**src/rtl/product_accumulator_pkg.sv**
```systemverilog
// Shared constants and types for the product accumulator, the MAC stage
// that sits behind the 8x8 combinational multiplier.
package product_accumulator_pkg;

  localparam int MUL_W         = 8;
  localparam int DEFAULT_PROD_W = 2 * MUL_W;
  localparam int DEFAULT_ACC_W  = 24;
  localparam int DEFAULT_CNT_W  = 8;

  typedef enum logic {
    ACCUM = 1'b0,
    HOLD  = 1'b1
  } state_t;

endpackage

```
**src/rtl/product_accumulator_if.sv**
```systemverilog
// Product-in / sum-out handshake bundle. master = upstream producer plus
// result consumer; slave = the accumulator itself.
interface product_accumulator_if
  import product_accumulator_pkg::*;
#(
  parameter int PROD_W = DEFAULT_PROD_W,
  parameter int ACC_W  = DEFAULT_ACC_W,
  parameter int CNT_W  = DEFAULT_CNT_W
);

  logic              prod_valid;
  logic              prod_ready;
  logic [PROD_W-1:0] prod_data;
  logic              prod_last;

  logic              sum_valid;
  logic              sum_ready;
  logic [ACC_W-1:0]  sum_data;
  logic [CNT_W-1:0]  sum_count;
  logic              sum_ovf;
  logic              sum_trunc;

  modport master (
    output prod_valid, prod_data, prod_last, sum_ready,
    input  prod_ready, sum_valid, sum_data, sum_count, sum_ovf, sum_trunc
  );

  modport slave (
    input  prod_valid, prod_data, prod_last, sum_ready,
    output prod_ready, sum_valid, sum_data, sum_count, sum_ovf, sum_trunc
  );

endinterface

```
**src/rtl/product_accumulator.sv**
```systemverilog
// Accumulates a prod_last-delimited packet of unsigned products into one
// wide sum, with sticky overflow and forced termination at max length.
module product_accumulator
  import product_accumulator_pkg::*;
#(
  parameter int PROD_W = DEFAULT_PROD_W,
  parameter int ACC_W  = DEFAULT_ACC_W,
  parameter int CNT_W  = DEFAULT_CNT_W
) (
  input logic                   clk,
  input logic                   rst,
  product_accumulator_if.slave  bus
);

  // Beat index 2^CNT_W-2 means the incoming beat is the last one that fits.
  localparam logic [CNT_W-1:0] CNT_PENULT = ~CNT_W'(1);

  state_t            state_reg, state_next;
  logic              ready_reg;
  logic [ACC_W-1:0]  acc_reg;
  logic [CNT_W-1:0]  cnt_reg;
  logic              ovf_reg;

  logic              sum_valid_reg;
  logic [ACC_W-1:0]  sum_data_reg;
  logic [CNT_W-1:0]  sum_count_reg;
  logic              sum_ovf_reg;
  logic              sum_trunc_reg;

  logic              take;
  logic              max_hit;
  logic              final_beat;
  logic              release_sum;
  logic [ACC_W:0]    acc_ext;
  logic [CNT_W-1:0]  cnt_inc;

  always_comb begin
    take        = bus.prod_valid && ready_reg;
    acc_ext     = {1'b0, acc_reg} + (ACC_W+1)'(bus.prod_data);
    cnt_inc     = cnt_reg + CNT_W'(1);
    max_hit     = (cnt_reg == CNT_PENULT);
    final_beat  = take && (bus.prod_last || max_hit);
    release_sum = sum_valid_reg && bus.sum_ready;

    state_next = state_reg;
    case (state_reg)
      ACCUM:   if (final_beat)  state_next = HOLD;
      HOLD:    if (release_sum) state_next = ACCUM;
      default: state_next = ACCUM;
    endcase
  end

  // prod_ready is a register so it never depends combinationally on sum_ready
  // and stays low through reset.
  always_ff @(posedge clk or posedge rst) begin
    if (rst) begin
      state_reg <= ACCUM;
      ready_reg <= 1'b0;
    end else begin
      state_reg <= state_next;
      ready_reg <= (state_next == ACCUM);
    end
  end

  always_ff @(posedge clk or posedge rst) begin
    if (rst) begin
      acc_reg       <= '0;
      cnt_reg       <= '0;
      ovf_reg       <= 1'b0;
      sum_valid_reg <= 1'b0;
      sum_data_reg  <= '0;
      sum_count_reg <= '0;
      sum_ovf_reg   <= 1'b0;
      sum_trunc_reg <= 1'b0;
    end else if (final_beat) begin
      acc_reg       <= '0;
      cnt_reg       <= '0;
      ovf_reg       <= 1'b0;
      sum_valid_reg <= 1'b1;
      sum_data_reg  <= acc_ext[ACC_W-1:0];
      sum_count_reg <= cnt_inc;
      sum_ovf_reg   <= ovf_reg | acc_ext[ACC_W];
      sum_trunc_reg <= max_hit && !bus.prod_last;
    end else if (take) begin
      acc_reg <= acc_ext[ACC_W-1:0];
      cnt_reg <= cnt_inc;
      ovf_reg <= ovf_reg | acc_ext[ACC_W];
    end else if (release_sum) begin
      // Payload fields deliberately keep their last values.
      sum_valid_reg <= 1'b0;
    end
  end

  assign bus.prod_ready = ready_reg;
  assign bus.sum_valid  = sum_valid_reg;
  assign bus.sum_data   = sum_data_reg;
  assign bus.sum_count  = sum_count_reg;
  assign bus.sum_ovf    = sum_ovf_reg;
  assign bus.sum_trunc  = sum_trunc_reg;

endmodule

```
**src/flat_wrapper.sv**
```systemverilog
// flat-port wrapper written by rule: the top's interface ports become plain ports
module product_accumulator_flat import product_accumulator_pkg::*;
#(
  parameter int PROD_W = DEFAULT_PROD_W,
  parameter int ACC_W  = DEFAULT_ACC_W,
  parameter int CNT_W  = DEFAULT_CNT_W
)
  (clk, rst, bus_prod_valid, bus_prod_data, bus_prod_last, bus_sum_ready, bus_prod_ready, bus_sum_valid, bus_sum_data, bus_sum_count, bus_sum_ovf, bus_sum_trunc);
  product_accumulator_if #(.PROD_W(PROD_W), .ACC_W(ACC_W), .CNT_W(CNT_W)) bus_i ();
  input logic clk;
  input logic rst;
  input wire logic [$bits(bus_i.prod_valid)-1:0] bus_prod_valid;
  input wire logic [$bits(bus_i.prod_data)-1:0] bus_prod_data;
  input wire logic [$bits(bus_i.prod_last)-1:0] bus_prod_last;
  input wire logic [$bits(bus_i.sum_ready)-1:0] bus_sum_ready;
  output wire logic [$bits(bus_i.prod_ready)-1:0] bus_prod_ready;
  output wire logic [$bits(bus_i.sum_valid)-1:0] bus_sum_valid;
  output wire logic [$bits(bus_i.sum_data)-1:0] bus_sum_data;
  output wire logic [$bits(bus_i.sum_count)-1:0] bus_sum_count;
  output wire logic [$bits(bus_i.sum_ovf)-1:0] bus_sum_ovf;
  output wire logic [$bits(bus_i.sum_trunc)-1:0] bus_sum_trunc;
  assign bus_i.prod_valid = bus_prod_valid;
  assign bus_i.prod_data = bus_prod_data;
  assign bus_i.prod_last = bus_prod_last;
  assign bus_i.sum_ready = bus_sum_ready;
  assign bus_prod_ready = bus_i.prod_ready;
  assign bus_sum_valid = bus_i.sum_valid;
  assign bus_sum_data = bus_i.sum_data;
  assign bus_sum_count = bus_i.sum_count;
  assign bus_sum_ovf = bus_i.sum_ovf;
  assign bus_sum_trunc = bus_i.sum_trunc;
  product_accumulator #(.PROD_W(PROD_W), .ACC_W(ACC_W), .CNT_W(CNT_W)) u_core (.clk(clk), .rst(rst), .bus(bus_i));
endmodule
```
**config.mk**
```make
export PLATFORM = sky130hd
export DESIGN_NAME = product_accumulator_flat
export DESIGN_NICKNAME = d
export VERILOG_FILES = /design/src/rtl/product_accumulator_pkg.sv /design/src/rtl/product_accumulator_if.sv /design/src/rtl/product_accumulator.sv /design/src/flat_wrapper.sv
export SDC_FILE = /design/constraint.sdc
export NUM_CORES = 1
export LEC_CHECK = 0
export BUFFER_PORTS_ARGS = -buffer_cell sky130_fd_sc_hd__buf_4
export CAP_MARGIN = 20
export CORE_MARGIN = 10
export CORE_UTILIZATION = 64
export CTS_BUF_LIST = sky130_fd_sc_hd__clkbuf_8
export DETAILED_ROUTE_END_ITERATION = 10
export GPL_TIMING_DRIVEN = 0
export PLACE_DENSITY = 0.88
export SYNTH_ARGS = -nofsm -noshare
export SYNTH_HDL_FRONTEND = slang
export SYNTH_SLANG_ARGS = --single-unit
```
**constraint.sdc**
```tcl
create_clock -name clk -period 5.2 [get_ports clk]
set_input_delay 1.04 -clock clk [delete_from_list [all_inputs] [get_ports clk]]
set_output_delay 1.04 -clock clk [all_outputs]
set_load 0.01 [all_outputs]
```
==> results of run 1 <==
worst paths after layout:
check	end	slack [ns]	depth (start not counted)
min in group asynchronous	u_core.bus.sum_count[5]$_DFFE_PP0P_	0.87	2
hold reg to reg	u_core.bus.sum_data[1]$_DFFE_PP0P_	0.48	2
hold / removal	u_core.bus.sum_data[1]$_DFFE_PP0P_	0.48	2
max in group asynchronous	u_core.acc_reg[12]$_DFFE_PP0P_	3.79	2
setup reg to reg	u_core.bus.sum_data[22]$_DFFE_PP0P_	2.46	9
setup / recovery	u_core.bus.sum_data[22]$_DFFE_PP0P_	2.04	10
power groups by stage:
stage / Sequential [uW] / Combinational, uW / Clock (uW)
3_3_place_gp: 851 / 1040 / 0
3_5_place_dp: 865 / 1080 / 0
6_report: 856 / 1100 / 427
5_1_grt: 882 / 1210 / 461
4_1_cts: 856 / 1100 / 432
2_1_floorplan: 890 / 682 / 0
logic make-up after synthesis:
| logic type | after synthesis | synth area share |
|---|---|---|
| compound gates | 115 | 0.196 |
| xor+xnor | 27 | 0.0630 |
| fa+ha+maj | 19 | 0.0654 |
| buf+inv | 28 | 0.0310 |
| flops | 70 | 0.467 |
| mux | 6 | 0.0180 |
| simple gates | 127 | 0.159 |
layer usage:
| layer | global-route usage | vias to the layer above | wire length (um) | part of all wire |
|---|---|---|---|---|
| li1 | - | 1525 | - | - |
| met1 | 0.264 | 1522 | 3910 | 0.42 |
| met2 | 0.341 | 138 | 4420 | 0.48 |
| met3 | 0.0586 | 24 | 720 | 0.078 |
| met4 | 0.0726 | 0 | 214 | 0.023 |
| met5 | 0 | - | 0 | 0 |
worst max-delay path, cell delays in order:
cell and delay [ns]:
buf_4 0.11, ha_1 0.22, fa_1 0.40, a21o_1 0.19, a221oi_2 0.49, o221a_2 0.35, a211oi_2 0.10, o21ai_1 0.24
xor2_1 0.17, o21ai_1 0.07
final cells by class:
type	instances	area [um2]	area share
Tap cell	72	90.1	0.0203
Multi-Input combinational cell	294	1880	0.423
Sequential cell	70	1750	0.394
Inverter	10	40.0	0.00900
Buffer	18	78.8	0.0177
Timing Repair Buffer	56	420	0.0945
Clock inverter	5	45.0	0.0101
Clock buffer	10	138	0.0310
through the flow:
| stage | total power, uW | hold WS, ns |
|---|---|---|
| global route | 2550 | 0.505 |
| global placement | 1900 | 0.454 |
| finish | 2380 | 0.478 |
| floorplan | 1570 | 0.453 |
| CTS | 2380 | 0.481 |
| detailed placement | 1950 | 0.464 |
Yosys cell counts, types with 2 or more instances:
cell | n | area (um2)
nor3_1 | 2 | 10.0
a21o_1 | 5 | 37.5
a41oi_1 | 2 | 17.5
or3_1 | 8 | 50.1
inv_1 | 10 | 37.5
o41ai_1 | 2 | 17.5
a21oi_1 | 28 | 140
ha_1 | 18 | 225
nand4_1 | 4 | 25.0
dfrtp_1 | 70 | 1750
o21bai_1 | 2 | 15.0
o21ai_0 | 7 | 35.0
nand3_1 | 7 | 35.0
buf_2 | 9 | 45.0
a31oi_1 | 4 | 25.0
mux2_2 | 3 | 33.8
o21ai_1 | 33 | 165
and4_1 | 4 | 35.0
xnor2_1 | 18 | 158
nor2_1 | 13 | 48.8
o21a_1 | 3 | 22.5
mux2_1 | 3 | 33.8
xor2_1 | 9 | 78.8
nor2b_1 | 2 | 12.5
nand2_1 | 77 | 289
clkbuf_1 | 8 | 30.0
a22o_1 | 9 | 78.8
o31ai_1 | 8 | 60.1
and2_1 | 3 | 18.8
==> run summary, run 1 <==
critical path required time - 5.43 ns
RePlAce Congestion - 0.881
CP max FO - 5
all-layer global routing usage - 0.210
vias per inst - 6.00
fin. max-slew vios - 0
Max Clk Rate - 317 MHz
initial DRC count - 243
residual DRC count - 0
Post-synth ARST share - 1.00
CP startpoint - bus_prod_data[0]
most frequent cells in the layout - nand2_1 (77), dfrtp_1 (70), buf_4 (56), o21ai_1 (33), a21oi_1 (28)
DIE AREA - 9320 um2
Final Cell Area - 4450 um2
die height - 96.6 um
sequential share of power - 0.359
commonest non-fill, non-tap cell in the layout - nand2_1
clock group share of total power - 0.179
Post-synth EDFFs - 0
FF-to-FF Start - u_core.acc_reg[0]$_DFFE_PP0P_
vias post-DR - 3209
Power per Cell Area - 535 nW/um2
worst vdd ir - 0.344 mV
Critical Path End Type - register
Fill cells - 382
initial core utilization - 0.669
post-synthesis area per instance - 9.57 um2
HPWL after DPL - 6640 um
n_diodes - 0
share of cells above drive strength 1 - 0.194
Comb power frac - 0.461
cts hold-fix bufs - 0
Switching Fraction - 0.398
# IOs - 57
PnR worst setup slack - 2.04 ns
Critical Path AT - 3.39 ns
clk root buf - clkbuf_8
gr ovfl total - 0
P_sw - 947 uW
period utilization - 0.607
post-place setup slack - 1.71 ns
register bit count reported by yosys - 70
vias in the first global route - 3172
CTS tree - yes
Internal Power - 1430 uW
status - finished, final reports clean
WS Path Type - input port to register
DRT Pass-1 Iters - 5
Setup Buffers After CTS - 0
Netlist cell types - 50
die extent in x - 96.6 um
Yosys warning total - 0
syn_nets - 432
num rows - 27
endpoints failing setup - 0
minimum clock period - 3.16 ns
setup TNS - 0 ns
Synth Flop Type - dfrtp_1
clock buffer depth - 2
Worst-Margin Slew - 0.837 ns
hold path start - u_core.bus.sum_data[1]$_DFFE_PP0P_
Non-Filler Instances - 535
utilization after layout - 0.793
IO buf count - 56
Clock Sinks - 70
Max-cap violations - 0
final hold viol count - 0
RSZ-0062 raised after global routing - false
area of the core - 5610 um2
Placed Cells - 520
Max-slew headroom - 0.442
final WL - 9270 um
Gates resized, CTS repair - 0
Post-DP Area - 4260 um2
Clock transition at path regs - 0.07 ns
sequential fraction of the synthesis area - 0.467
largest net degree at the start of global routing - 71
Mapped Area - 3750 um2
initial antenna violation count - 0
H-Tree Level Count - 3
cts bufs inserted - 9
worst clock skew - 0.00465 ns
Tightest Hold Check Type - register to register
Leakage Power - 0.00209 uW
layout net count - 499
Layout area overhead - 18.5%
worst skew pair latency - 0.35 ns
first-pass GRT wire length - 15400 um
Gate Count Post-Synth - 392
Wirelength per Cell - 17.3 um
Post-DRT Antenna Nets - 0
CP Launch Type - input port
No activity file was read; power rests on OpenSTA's default activity.
==> run 2: changes to the inputs <==
--- a/config.mk
+++ b/config.mk
@@ -8,11 +8,11 @@
 export BUFFER_PORTS_ARGS = -buffer_cell sky130_fd_sc_hd__buf_4
 export CAP_MARGIN = 20
 export CORE_MARGIN = 10
-export CORE_UTILIZATION = 64
+export CORE_UTILIZATION = 59
 export CTS_BUF_LIST = sky130_fd_sc_hd__clkbuf_8
 export DETAILED_ROUTE_END_ITERATION = 10
 export GPL_TIMING_DRIVEN = 0
-export PLACE_DENSITY = 0.88
+export PLACE_DENSITY = 0.82
 export SYNTH_ARGS = -nofsm -noshare
 export SYNTH_HDL_FRONTEND = slang
 export SYNTH_SLANG_ARGS = --single-unit
==> constraint.sdc (replaced) <==
create_clock -name clk -period 3.1 [get_ports clk]
set_input_delay 0.62 -clock clk [delete_from_list [all_inputs] [get_ports clk]]
set_output_delay 0.62 -clock clk [all_outputs]
set_load 0.01 [all_outputs]
==> run summary, run 2 (same netlist as run 1, synthesis figures left out) <==
largest net degree at the start of global routing - 71 (unchanged)
Max-cap violations - 0 (unchanged)
Clock transition at path regs - 0.07 ns (about the same)
all-layer global routing usage - 0.193 (was 0.210)
worst vdd ir - 0.543 mV (was 0.344 mV)
residual DRC count - 0 (unchanged)
worst clock skew - 0.00941 ns (was 0.00465 ns)
die height - 99.7 um (was 96.6 um)
Wirelength per Cell - 17.3 um (about the same)
cts bufs inserted - 9 (unchanged)
commonest non-fill, non-tap cell in the layout - nand2_1 (unchanged)
vias per inst - 5.81 (was 6.00)
Clock Sinks - 70 (unchanged)
Critical Path End Type - register (unchanged)
layout net count - 499 (unchanged)
vias post-DR - 3125 (was 3209)
area of the core - 6060 um2 (was 5610 um2)
WS Path Type - register to register (was input port to register)
DRT Pass-1 Iters - 5 (unchanged)
die extent in x - 99.7 um (was 96.6 um)
Placed Cells - 523 (was 520)
Tightest Hold Check Type - input port to async pin (was register to register)
RSZ-0062 raised after global routing - false (unchanged)
Layout area overhead - 18.6% (was 18.5%)
clock buffer depth - 2 (unchanged)
most frequent cells in the layout - nand2_1 (77), dfrtp_1 (70), buf_4 (56), o21ai_1 (33), a21oi_1 (28) (unchanged)
period utilization - 0.892
Power per Cell Area - 893 nW/um2 (was 535 nW/um2)
total power - 3970 uW (was 2380 uW)
vias in the first global route - 3286 (was 3172)
Fill cells - 449 (was 382)
Post-DRT Antenna Nets - 0 (unchanged)
# IOs - 57 (unchanged)
DIE AREA - 9950 um2 (was 9320 um2)
Non-Filler Instances - 538 (was 535)
H-Tree Level Count - 3 (unchanged)
CTS tree - yes (unchanged)
Max Clk Rate - 362 MHz
endpoints failing setup - 0 (unchanged)
cts hold-fix bufs - 0 (unchanged)
Critical Path AT - 3.00 ns (was 3.39 ns)
final hold viol count - 0 (unchanged)
share of cells above drive strength 1 - 0.194 (unchanged)
Gates resized, CTS repair - 0 (unchanged)
initial core utilization - 0.619 (was 0.669)
initial antenna violation count - 0 (unchanged)
CP Launch Type - register (was input port)
critical path required time - 3.33 ns (was 5.43 ns)
Worst-Margin Slew - 0.848 ns (was 0.837 ns)
minimum clock period - 2.76 ns
Setup Buffers After CTS - 0 (unchanged)
CP max FO - 5 (unchanged)
HPWL after DPL - 6790 um (was 6640 um)
IO buf count - 56 (unchanged)
utilization after layout - 0.734 (was 0.793)
initial DRC count - 136 (was 243)
fin. max-slew vios - 0 (unchanged)
num rows - 28 (was 27)
first-pass GRT wire length - 15700 um (was 15400 um)
status - finished, final reports clean (unchanged)
Max-slew headroom - 0.435 (was 0.442)
gr ovfl total - 0 (unchanged)
RePlAce Congestion - 0.886 (was 0.881)
clk root buf - clkbuf_8 (unchanged)
final WL - 9290 um (was 9270 um)
worst skew pair latency - 0.35 ns (about the same)
Leakage Power - 0.00209 uW (unchanged)
n_diodes - 0 (unchanged)
-- run 2: cell counts in the layout (fill, tap and decap cells not counted) --
Identical to the previous run, type by type.
-- run 2: where the power goes --
group,internal (uW),switching [uW]
sequential,1230,209
clock,378,334
combinational,801,1020
total,2410,1570
-- run 2: path summary, 6_finish.rpt --
kind / from / endpoint / slack, ns / depth (start not counted)
setup / recovery: u_core.acc_reg[0]$_DFFE_PP0P_ / u_core.bus.sum_data[22]$_DFFE_PP0P_ / 0.34 / 9
hold / removal: rst / u_core.bus.sum_count[7]$_DFFE_PP0P_ / 0.45 / 2
max in group asynchronous: rst / u_core.bus.sum_count[1]$_DFFE_PP0P_ / 2.10 / 2
min in group clk: bus_sum_ready / u_core.bus.sum_valid$_DFFE_PP0P_ / 0.45 / 2
setup reg to reg: u_core.acc_reg[0]$_DFFE_PP0P_ / u_core.bus.sum_data[22]$_DFFE_PP0P_ / 0.34 / 9
hold reg to reg: u_core.bus.sum_ovf$_DFFE_PP0P_ / u_core.bus.sum_ovf$_DFFE_PP0P_ / 0.47 / 2
-- run 2: worst max-delay path, cell delays in order, from the launching register on --
cell and delay, ns:
dfrtp_1 0.40, ha_1 0.22, fa_1 0.41, a21o_1 0.20
a221oi_2 0.49, o221a_2 0.36, a211oi_2 0.10, o21ai_1 0.25
xor2_1 0.17, o21ai_1 0.07
-- run 2: final cells by class --
class / count / area (um2) / share of cell area
Buffer: 18 / 78.8 / 0.0177
Clock buffer: 10 / 138 / 0.0309
Clock inverter: 5 / 45.0 / 0.0101
Inverter: 10 / 40.0 / 0.00900
Multi-Input combinational cell: 294 / 1880 / 0.423
Sequential cell: 70 / 1750 / 0.394
Tap cell: 75 / 93.8 / 0.0211
Timing Repair Buffer: 56 / 420 / 0.0945
-- run 2: through the flow --
stage / hold slack [ns] / setup WS [ns] / area, um2 / setup TNS [ns]
after floorplan: 0.453 / 0.395 / 3750 / 0
after global placement: 0.454 / -0.116 / 4270 / -7.91
after detailed placement: 0.458 / 0.0135 / 4270 / 0
after CTS: 0.441 / 0.352 / 4450 / 0
after global routing: 0.458 / 0.172 / 4450 / 0
final: 0.451 / 0.336 / 4450 / 0
-- run 2: layer usage --
metal | part of all wire | vias to the layer above | global-route usage
li1 | - | 1531 | -
met1 | 0.43 | 1486 | 0.235
met5 | 0 | - | 0
met3 | 0.061 | 14 | 0.0429
met2 | 0.49 | 94 | 0.320
met4 | 0.018 | 0 | 0.0805
